--- src/rtl/mem_access_arbiter_if.sv ---
// Signal bundle between the data-RAM arbiter, its two requesters (pipeline P and
// debug D) and the RAM register block. The arbiter uses the slave view.
interface mem_access_arbiter_if #(
  parameter int ADDR_W = 16,
  parameter int DATA_W = 32
);
  logic              P_REQ;
  logic              P_READ_WRN;
  logic [ADDR_W-1:0] P_ADDR;
  logic [DATA_W-1:0] P_WDATA;
  logic              P_GNT;
  logic              P_STALL;
  logic              P_RVALID;
  logic [DATA_W-1:0] P_RDATA;

  logic              D_REQ;
  logic              D_READ_WRN;
  logic [ADDR_W-1:0] D_ADDR;
  logic [DATA_W-1:0] D_WDATA;
  logic              D_GNT;
  logic              D_RVALID;
  logic [DATA_W-1:0] D_RDATA;

  logic              MEM_ACCESS_READ_WRN;
  logic [ADDR_W-1:0] MEM_ACCESS_ADDRESS_BUS;
  logic [DATA_W-1:0] MEM_ACCESS_DATA_OUT_BUS;
  logic [DATA_W-1:0] MEM_ACCESS_DATA_IN_BUS;

  modport slave (
    input  P_REQ, P_READ_WRN, P_ADDR, P_WDATA,
    output P_GNT, P_STALL, P_RVALID, P_RDATA,
    input  D_REQ, D_READ_WRN, D_ADDR, D_WDATA,
    output D_GNT, D_RVALID, D_RDATA,
    output MEM_ACCESS_READ_WRN, MEM_ACCESS_ADDRESS_BUS, MEM_ACCESS_DATA_OUT_BUS,
    input  MEM_ACCESS_DATA_IN_BUS
  );

  modport master (
    output P_REQ, P_READ_WRN, P_ADDR, P_WDATA,
    input  P_GNT, P_STALL, P_RVALID, P_RDATA,
    output D_REQ, D_READ_WRN, D_ADDR, D_WDATA,
    input  D_GNT, D_RVALID, D_RDATA,
    input  MEM_ACCESS_READ_WRN, MEM_ACCESS_ADDRESS_BUS, MEM_ACCESS_DATA_OUT_BUS,
    output MEM_ACCESS_DATA_IN_BUS
  );
endinterface

--- src/rtl/mem_access_arbiter.sv ---
// Two-port arbiter for the single-port data RAM: fixed priority to the pipeline,
// with a starvation guard that hands the debug port one forced grant.
module mem_access_arbiter #(
  parameter int ADDR_W       = 16,
  parameter int DATA_W       = 32,
  parameter int STARVE_LIMIT = 4
) (
  input logic                 CK_REF,
  input logic                 RST_N,
  mem_access_arbiter_if.slave bus
);

  typedef enum logic { PRI_P, PRI_D } pri_e;
  typedef enum logic { PORT_P, PORT_D } port_e;

  typedef struct packed {
    logic  valid;
    port_e port;
  } tag_t;

  localparam int CNT_W = $clog2(STARVE_LIMIT + 1);
  typedef logic [CNT_W-1:0] cnt_t;
  localparam cnt_t CNT_TRIP = cnt_t'(STARVE_LIMIT - 1);
  localparam cnt_t CNT_MAX  = cnt_t'(STARVE_LIMIT);

  pri_e              state_q, state_d;
  cnt_t              cnt_q, cnt_d;
  logic              p_gnt, d_gnt, d_denied;
  tag_t              tag_in, tag1_q, tag2_q;
  logic              rw_q;
  logic [ADDR_W-1:0] addr_q;
  logic [DATA_W-1:0] dout_q;

  always_comb begin
    // NOTE: every signal written here gets a default first, so no path infers a latch.
    p_gnt   = 1'b0;
    d_gnt   = 1'b0;
    state_d = state_q;
    cnt_d   = '0;

    // Grants are held low while reset is asserted, regardless of requests.
    if (RST_N) begin
      if (state_q == PRI_P) begin
        if (bus.P_REQ)      p_gnt = 1'b1;
        else if (bus.D_REQ) d_gnt = 1'b1;
      end else begin
        if (bus.D_REQ)      d_gnt = 1'b1;
        else if (bus.P_REQ) p_gnt = 1'b1;
      end
    end

    d_denied = bus.D_REQ & ~d_gnt;
    if (d_denied) cnt_d = (cnt_q == CNT_MAX) ? cnt_q : cnt_q + cnt_t'(1);

    // Reaching the trip count while still denied gives D the next cycle.
    if (state_q == PRI_P) begin
      if (d_denied && cnt_q >= CNT_TRIP) state_d = PRI_D;
    end else begin
      if (d_gnt || !bus.D_REQ) state_d = PRI_P;
    end

    tag_in.valid = (p_gnt & bus.P_READ_WRN) | (d_gnt & bus.D_READ_WRN);
    tag_in.port  = d_gnt ? PORT_D : PORT_P;
  end

  always_ff @(posedge CK_REF or negedge RST_N) begin
    if (!RST_N) begin
      state_q <= PRI_P;
      cnt_q   <= '0;
      tag1_q  <= '0;
      tag2_q  <= '0;
      rw_q    <= 1'b1;
      addr_q  <= '0;
      dout_q  <= '0;
    end else begin
      // NOTE: non-blocking so every register samples the pre-edge values.
      state_q <= state_d;
      cnt_q   <= cnt_d;
      tag1_q  <= tag_in;
      tag2_q  <= tag1_q;
      if (p_gnt) begin
        rw_q   <= bus.P_READ_WRN;
        addr_q <= bus.P_ADDR;
        if (!bus.P_READ_WRN) dout_q <= bus.P_WDATA;
      end else if (d_gnt) begin
        rw_q   <= bus.D_READ_WRN;
        addr_q <= bus.D_ADDR;
        if (!bus.D_READ_WRN) dout_q <= bus.D_WDATA;
      end else begin
        // Idle cycles park the bus in read mode; address and data hold.
        rw_q <= 1'b1;
      end
    end
  end

  assign bus.P_GNT    = p_gnt;
  assign bus.D_GNT    = d_gnt;
  assign bus.P_STALL  = bus.P_REQ & ~p_gnt;
  assign bus.P_RVALID = tag2_q.valid && (tag2_q.port == PORT_P);
  assign bus.D_RVALID = tag2_q.valid && (tag2_q.port == PORT_D);
  assign bus.P_RDATA  = bus.MEM_ACCESS_DATA_IN_BUS;
  assign bus.D_RDATA  = bus.MEM_ACCESS_DATA_IN_BUS;

  assign bus.MEM_ACCESS_READ_WRN     = rw_q;
  assign bus.MEM_ACCESS_ADDRESS_BUS  = addr_q;
  assign bus.MEM_ACCESS_DATA_OUT_BUS = dout_q;

endmodule

--- src/flat_wrapper.sv ---
// flat-port wrapper written by rule: the top's interface ports become plain ports
module mem_access_arbiter_flat 
#(
  parameter int ADDR_W       = 16,
  parameter int DATA_W       = 32,
  parameter int STARVE_LIMIT = 4
)
  (CK_REF, RST_N, bus_P_REQ, bus_P_READ_WRN, bus_P_ADDR, bus_P_WDATA, bus_P_GNT, bus_P_STALL, bus_P_RVALID, bus_P_RDATA, bus_D_REQ, bus_D_READ_WRN, bus_D_ADDR, bus_D_WDATA, bus_D_GNT, bus_D_RVALID, bus_D_RDATA, bus_MEM_ACCESS_READ_WRN, bus_MEM_ACCESS_ADDRESS_BUS, bus_MEM_ACCESS_DATA_OUT_BUS, bus_MEM_ACCESS_DATA_IN_BUS);
  mem_access_arbiter_if #(.ADDR_W(ADDR_W), .DATA_W(DATA_W)) bus_i ();
  input logic CK_REF;
  input logic RST_N;
  input wire logic [$bits(bus_i.P_REQ)-1:0] bus_P_REQ;
  input wire logic [$bits(bus_i.P_READ_WRN)-1:0] bus_P_READ_WRN;
  input wire logic [$bits(bus_i.P_ADDR)-1:0] bus_P_ADDR;
  input wire logic [$bits(bus_i.P_WDATA)-1:0] bus_P_WDATA;
  output wire logic [$bits(bus_i.P_GNT)-1:0] bus_P_GNT;
  output wire logic [$bits(bus_i.P_STALL)-1:0] bus_P_STALL;
  output wire logic [$bits(bus_i.P_RVALID)-1:0] bus_P_RVALID;
  output wire logic [$bits(bus_i.P_RDATA)-1:0] bus_P_RDATA;
  input wire logic [$bits(bus_i.D_REQ)-1:0] bus_D_REQ;
  input wire logic [$bits(bus_i.D_READ_WRN)-1:0] bus_D_READ_WRN;
  input wire logic [$bits(bus_i.D_ADDR)-1:0] bus_D_ADDR;
  input wire logic [$bits(bus_i.D_WDATA)-1:0] bus_D_WDATA;
  output wire logic [$bits(bus_i.D_GNT)-1:0] bus_D_GNT;
  output wire logic [$bits(bus_i.D_RVALID)-1:0] bus_D_RVALID;
  output wire logic [$bits(bus_i.D_RDATA)-1:0] bus_D_RDATA;
  output wire logic [$bits(bus_i.MEM_ACCESS_READ_WRN)-1:0] bus_MEM_ACCESS_READ_WRN;
  output wire logic [$bits(bus_i.MEM_ACCESS_ADDRESS_BUS)-1:0] bus_MEM_ACCESS_ADDRESS_BUS;
  output wire logic [$bits(bus_i.MEM_ACCESS_DATA_OUT_BUS)-1:0] bus_MEM_ACCESS_DATA_OUT_BUS;
  input wire logic [$bits(bus_i.MEM_ACCESS_DATA_IN_BUS)-1:0] bus_MEM_ACCESS_DATA_IN_BUS;
  assign bus_i.P_REQ = bus_P_REQ;
  assign bus_i.P_READ_WRN = bus_P_READ_WRN;
  assign bus_i.P_ADDR = bus_P_ADDR;
  assign bus_i.P_WDATA = bus_P_WDATA;
  assign bus_P_GNT = bus_i.P_GNT;
  assign bus_P_STALL = bus_i.P_STALL;
  assign bus_P_RVALID = bus_i.P_RVALID;
  assign bus_P_RDATA = bus_i.P_RDATA;
  assign bus_i.D_REQ = bus_D_REQ;
  assign bus_i.D_READ_WRN = bus_D_READ_WRN;
  assign bus_i.D_ADDR = bus_D_ADDR;
  assign bus_i.D_WDATA = bus_D_WDATA;
  assign bus_D_GNT = bus_i.D_GNT;
  assign bus_D_RVALID = bus_i.D_RVALID;
  assign bus_D_RDATA = bus_i.D_RDATA;
  assign bus_MEM_ACCESS_READ_WRN = bus_i.MEM_ACCESS_READ_WRN;
  assign bus_MEM_ACCESS_ADDRESS_BUS = bus_i.MEM_ACCESS_ADDRESS_BUS;
  assign bus_MEM_ACCESS_DATA_OUT_BUS = bus_i.MEM_ACCESS_DATA_OUT_BUS;
  assign bus_i.MEM_ACCESS_DATA_IN_BUS = bus_MEM_ACCESS_DATA_IN_BUS;
  mem_access_arbiter #(.ADDR_W(ADDR_W), .DATA_W(DATA_W), .STARVE_LIMIT(STARVE_LIMIT)) u_core (.CK_REF(CK_REF), .RST_N(RST_N), .bus(bus_i));
endmodule
--- config.mk ---
export PLATFORM = sky130hd
export DESIGN_NAME = mem_access_arbiter_flat
export DESIGN_NICKNAME = d
export VERILOG_FILES = /design/src/rtl/mem_access_arbiter_if.sv /design/src/rtl/mem_access_arbiter.sv /design/src/flat_wrapper.sv
export SDC_FILE = /design/constraint.sdc
export NUM_CORES = 1
export LEC_CHECK = 0
export ABC_AREA = 1
export CORE_MARGIN = 4
export CORE_UTILIZATION = 32
export CTS_CLUSTER_DIAMETER = 200
export DETAILED_ROUTE_END_ITERATION = 7
export PLACE_DENSITY = 0.89
export SETUP_SLACK_MARGIN = 0.3
export SYNTH_ARGS = -nofsm -noshare
export SYNTH_HDL_FRONTEND = slang
export SYNTH_SLANG_ARGS = --single-unit
--- constraint.sdc ---
create_clock -name CK_REF -period 1.4 [get_ports CK_REF]
set_clock_uncertainty 0.2 [all_clocks]
set_input_delay 0.28 -clock CK_REF [delete_from_list [all_inputs] [get_ports CK_REF]]
set_output_delay 0.28 -clock CK_REF [all_outputs]
set_load 0.005 [all_outputs]
==> impl_results.md <==
* Reg2reg start: u_core.state_q
* I/O Buffers at 155
* CTS H-tree lvls at 3
* Hold slack at -15.0 ps
* GRT Overall Usage at 0.170
* RSZ-0062 raised after global routing: true
* Crit-path most repeated cell: nand2_8
* Num ports at 252
* CTS tree: yes
* Slew Limit Fails at 0
* Crit Path Max Fanout at 3
* Final #Nets at 769
* Vias per cell at 4.66
* Mapped Cells at 491
* Number of inserted diodes at 0
* Area delta synth->final at 52.4%
* Failing checks: hold timing, setup timing
* Post-DP Area at 4890 um2
* Bufs on Longest Clock Path at 2
* Initial core utilization at 0.328
* CP required at 920 ps
* F_max at 0.584 GHz
* Largest net degree at the start of global routing at 48
* # fillers at 1026
* DRC at 0
* Worst R2R End: u_core.bus.MEM_ACCESS_DATA_OUT_BUS[4]
* GRT Residual Overflow at 0
* Crit Path Category: reg -> out
* Synth unique cells at 21
* Worst skew pair latency at 330 ps
* Detail Placement HPWL at 7820 um
* Final Hold Viols at 34
* Post-synthesis cell area at 3560 um2
* Pwr Density at 1080 nW/um2
* DR pass1 iterations at 4
* Final std cell area, no fill at 5420 um2
* Post-route setup slack at -312 ps
* Worst slew pin tran at 608 ps
* Final wirelength at 11800 um
* Root buffer cell: clkbuf_8
* Top Family by Delay on Critical Path: flip-flops
* Cell Count Post-Placement at 717
* Leak pwr at 0.00290 uW
* DR iter-0 viols at 155
* Cell chain of the critical path: buf_6 -> nand2_8 -> nand2_8 -> inv_6 -> nor2_4 -> buf_2
* Core Util, Final at 0.500
* WL/cell at 15.2 um
* Final setup violation count at 57
* Die span in x at 113 um
* Max-cap violations at 0
* Status: finished with violations
* Max stage delay cell, worst path: dfrtp_1
* CP Capture Type: output port
* Standard-cell rows at 38
* Post-Syn Nets at 628
* Most frequent cells in the layout: 154 x nand2_1, 98 x clkdlybuf4s50_1, 97 x nand3_1, 56 x dfrtp_1, 50 x buf_2
* Maximum vdd drop at 0.000441 V
* Die height at 113 um
* Detailed-route via count at 3614
* Placer Congestion at 0.772
* First-pass GRT wire length at 17300 um
* Flop2flop setup slack at -240 ps
* HP Class: in -> async
* Post-Layout Cell Count at 776
* CP max stage delay at 410 ps
* Flops & latches, synth at 57
* Share of layout cells above drive strength 1 at 0.289
* CTS clock-pin slew for the worst setup and hold paths at 70 ps
* Sequential-to-total area share from yosys stat at 0.401
* YS warnings at 0
* Max-slew headroom at 0.595
* Vias in the first global route at 3540
* Syn Area/Cell at 7.25 um2
* Fin crit period at 1710 ps
* Setup crit start kind: flip-flop
* Cts bufs inserted at 9
* CP bufs+invs at 3
* Final Cycle Share at 1.22
* Sink Count at 57
* Most common cell after layout, fill and taps aside: nand2_1
* CP arrival at 1230 ps
* Initial antenna violation count at 0
* Area of the core at 10800 um2
* Reg2Reg Depth at 9
* Post-DRT Antenna Nets at 0
* Die area at 12900 um2
-- cell type report --
type                       instances  area, um2  share of cell area
clock buffer                      12        155              0.0286
clock inverter                     3       40.0             0.00738
inverter                          44        175              0.0323
multi-input combinational        302       1530               0.281
sequential                        57       1430               0.263
tap                              140        175              0.0323
timing repair buffer             218       1920               0.355
-- registers in the layout, summed over array words and instances, names as in the netlist --
register	cells
u_core.bus.MEM_ACCESS_DATA_OUT_BUS	32
u_core.bus.MEM_ACCESS_ADDRESS_BUS	16
u_core.cnt_q	3
u_core.tag1_q	2
u_core.tag2_q	2
u_core.bus.MEM_ACCESS_READ_WRN	1
u_core.state_q	1
-- power breakdown --
| part | switching, uW | internal (uW) |
|---|---|---|
| Combinational | 945 | 1150 |
| Sequential | 197 | 1960 |
| Clock | 676 | 905 |
| Total | 1820 | 4020 |
-- kinds of logic (layout without fill, tap and decap cells) --
group | Yosys count | after routing | synth area share
DFF | 57 | 57 | 0.401
buffers and inverters | 132 | 277 | 0.223
AOI/OAI and AO/OA | 4 | 4 | 0.00562
adders and majority gates | 3 | 3 | 0.0105
xor gates and xnor gates | 1 | 1 | 0.00246
and+or+nand+nor | 294 | 294 | 0.357
-- per-stage QoR --
step	TNS (ps)	power, uW	setup WS [ps]
global route	-13300	6220	-369
floorplan	0	3010	43.9
global placement	-33150	3990	-766
finish	-9510	5840	-312
CTS	-10450	5570	-293
detailed placement	-35490	4040	-780
-- timing repair --
item | CTS | global route
endpoints found under the hold margin | 10 | 0
cloned | 0 | 4
setup endpoints to repair | 109 | 109
hold buffers | 1 | 0
setup buffers | 20 | 19
gates resized for setup | 229 | 55
pin swaps | 2 | 9
-- worst reg2reg max path, cell delays in order, from the launching register on --
cell	delay [ps]
dfrtp_1	410
buf_6	140
nand2_8	80
nand2_8	60
buf_12	140
nand2_4	60
nand3_4	120
buf_12	190
nand2_1	70
nand2_1	50
-- cells in the mapped netlist (all sizes together) --
library cell	number	area (um2)
nor3	2	10.0
dfstp	1	26.3
clkinv	1	8.76
a21oi	3	15.0
dfrtp	56	1400
xor2	1	8.76
nand3	99	513
inv	43	161
o21ai	1	5.00
buf	82	602
clkbuf	6	22.5
nor2	4	15.0
ha	3	37.5
nand2	189	732
-- metal layers --
| layer | GRT usage | wire length (um) | up-vias |
|---|---|---|---|
| li1 | - | - | 1742 |
| met1 | 0.185 | 4510 | 1678 |
| met2 | 0.288 | 5860 | 152 |
| met3 | 0.0605 | 1030 | 42 |
| met4 | 0.0929 | 397 | 0 |
| met5 | 0 | 0 | - |
-- worst max path at each step --
stage,startpoint,to,slack [ps],cells after the start
2_1_floorplan,u_core.state_q,u_core.bus.MEM_ACCESS_DATA_OUT_BUS[16],40,8
3_3_place_gp,bus_D_REQ,bus_D_GNT,-770,6
3_5_place_dp,bus_D_REQ,bus_D_GNT,-780,6
4_1_cts,u_core.state_q,u_core.bus.MEM_ACCESS_DATA_OUT_BUS[10],-290,8
5_1_grt,u_core.state_q,bus_D_GNT,-370,6
6_report,u_core.state_q,bus_P_STALL,-310,6
(Power assumes the default switching activity.)
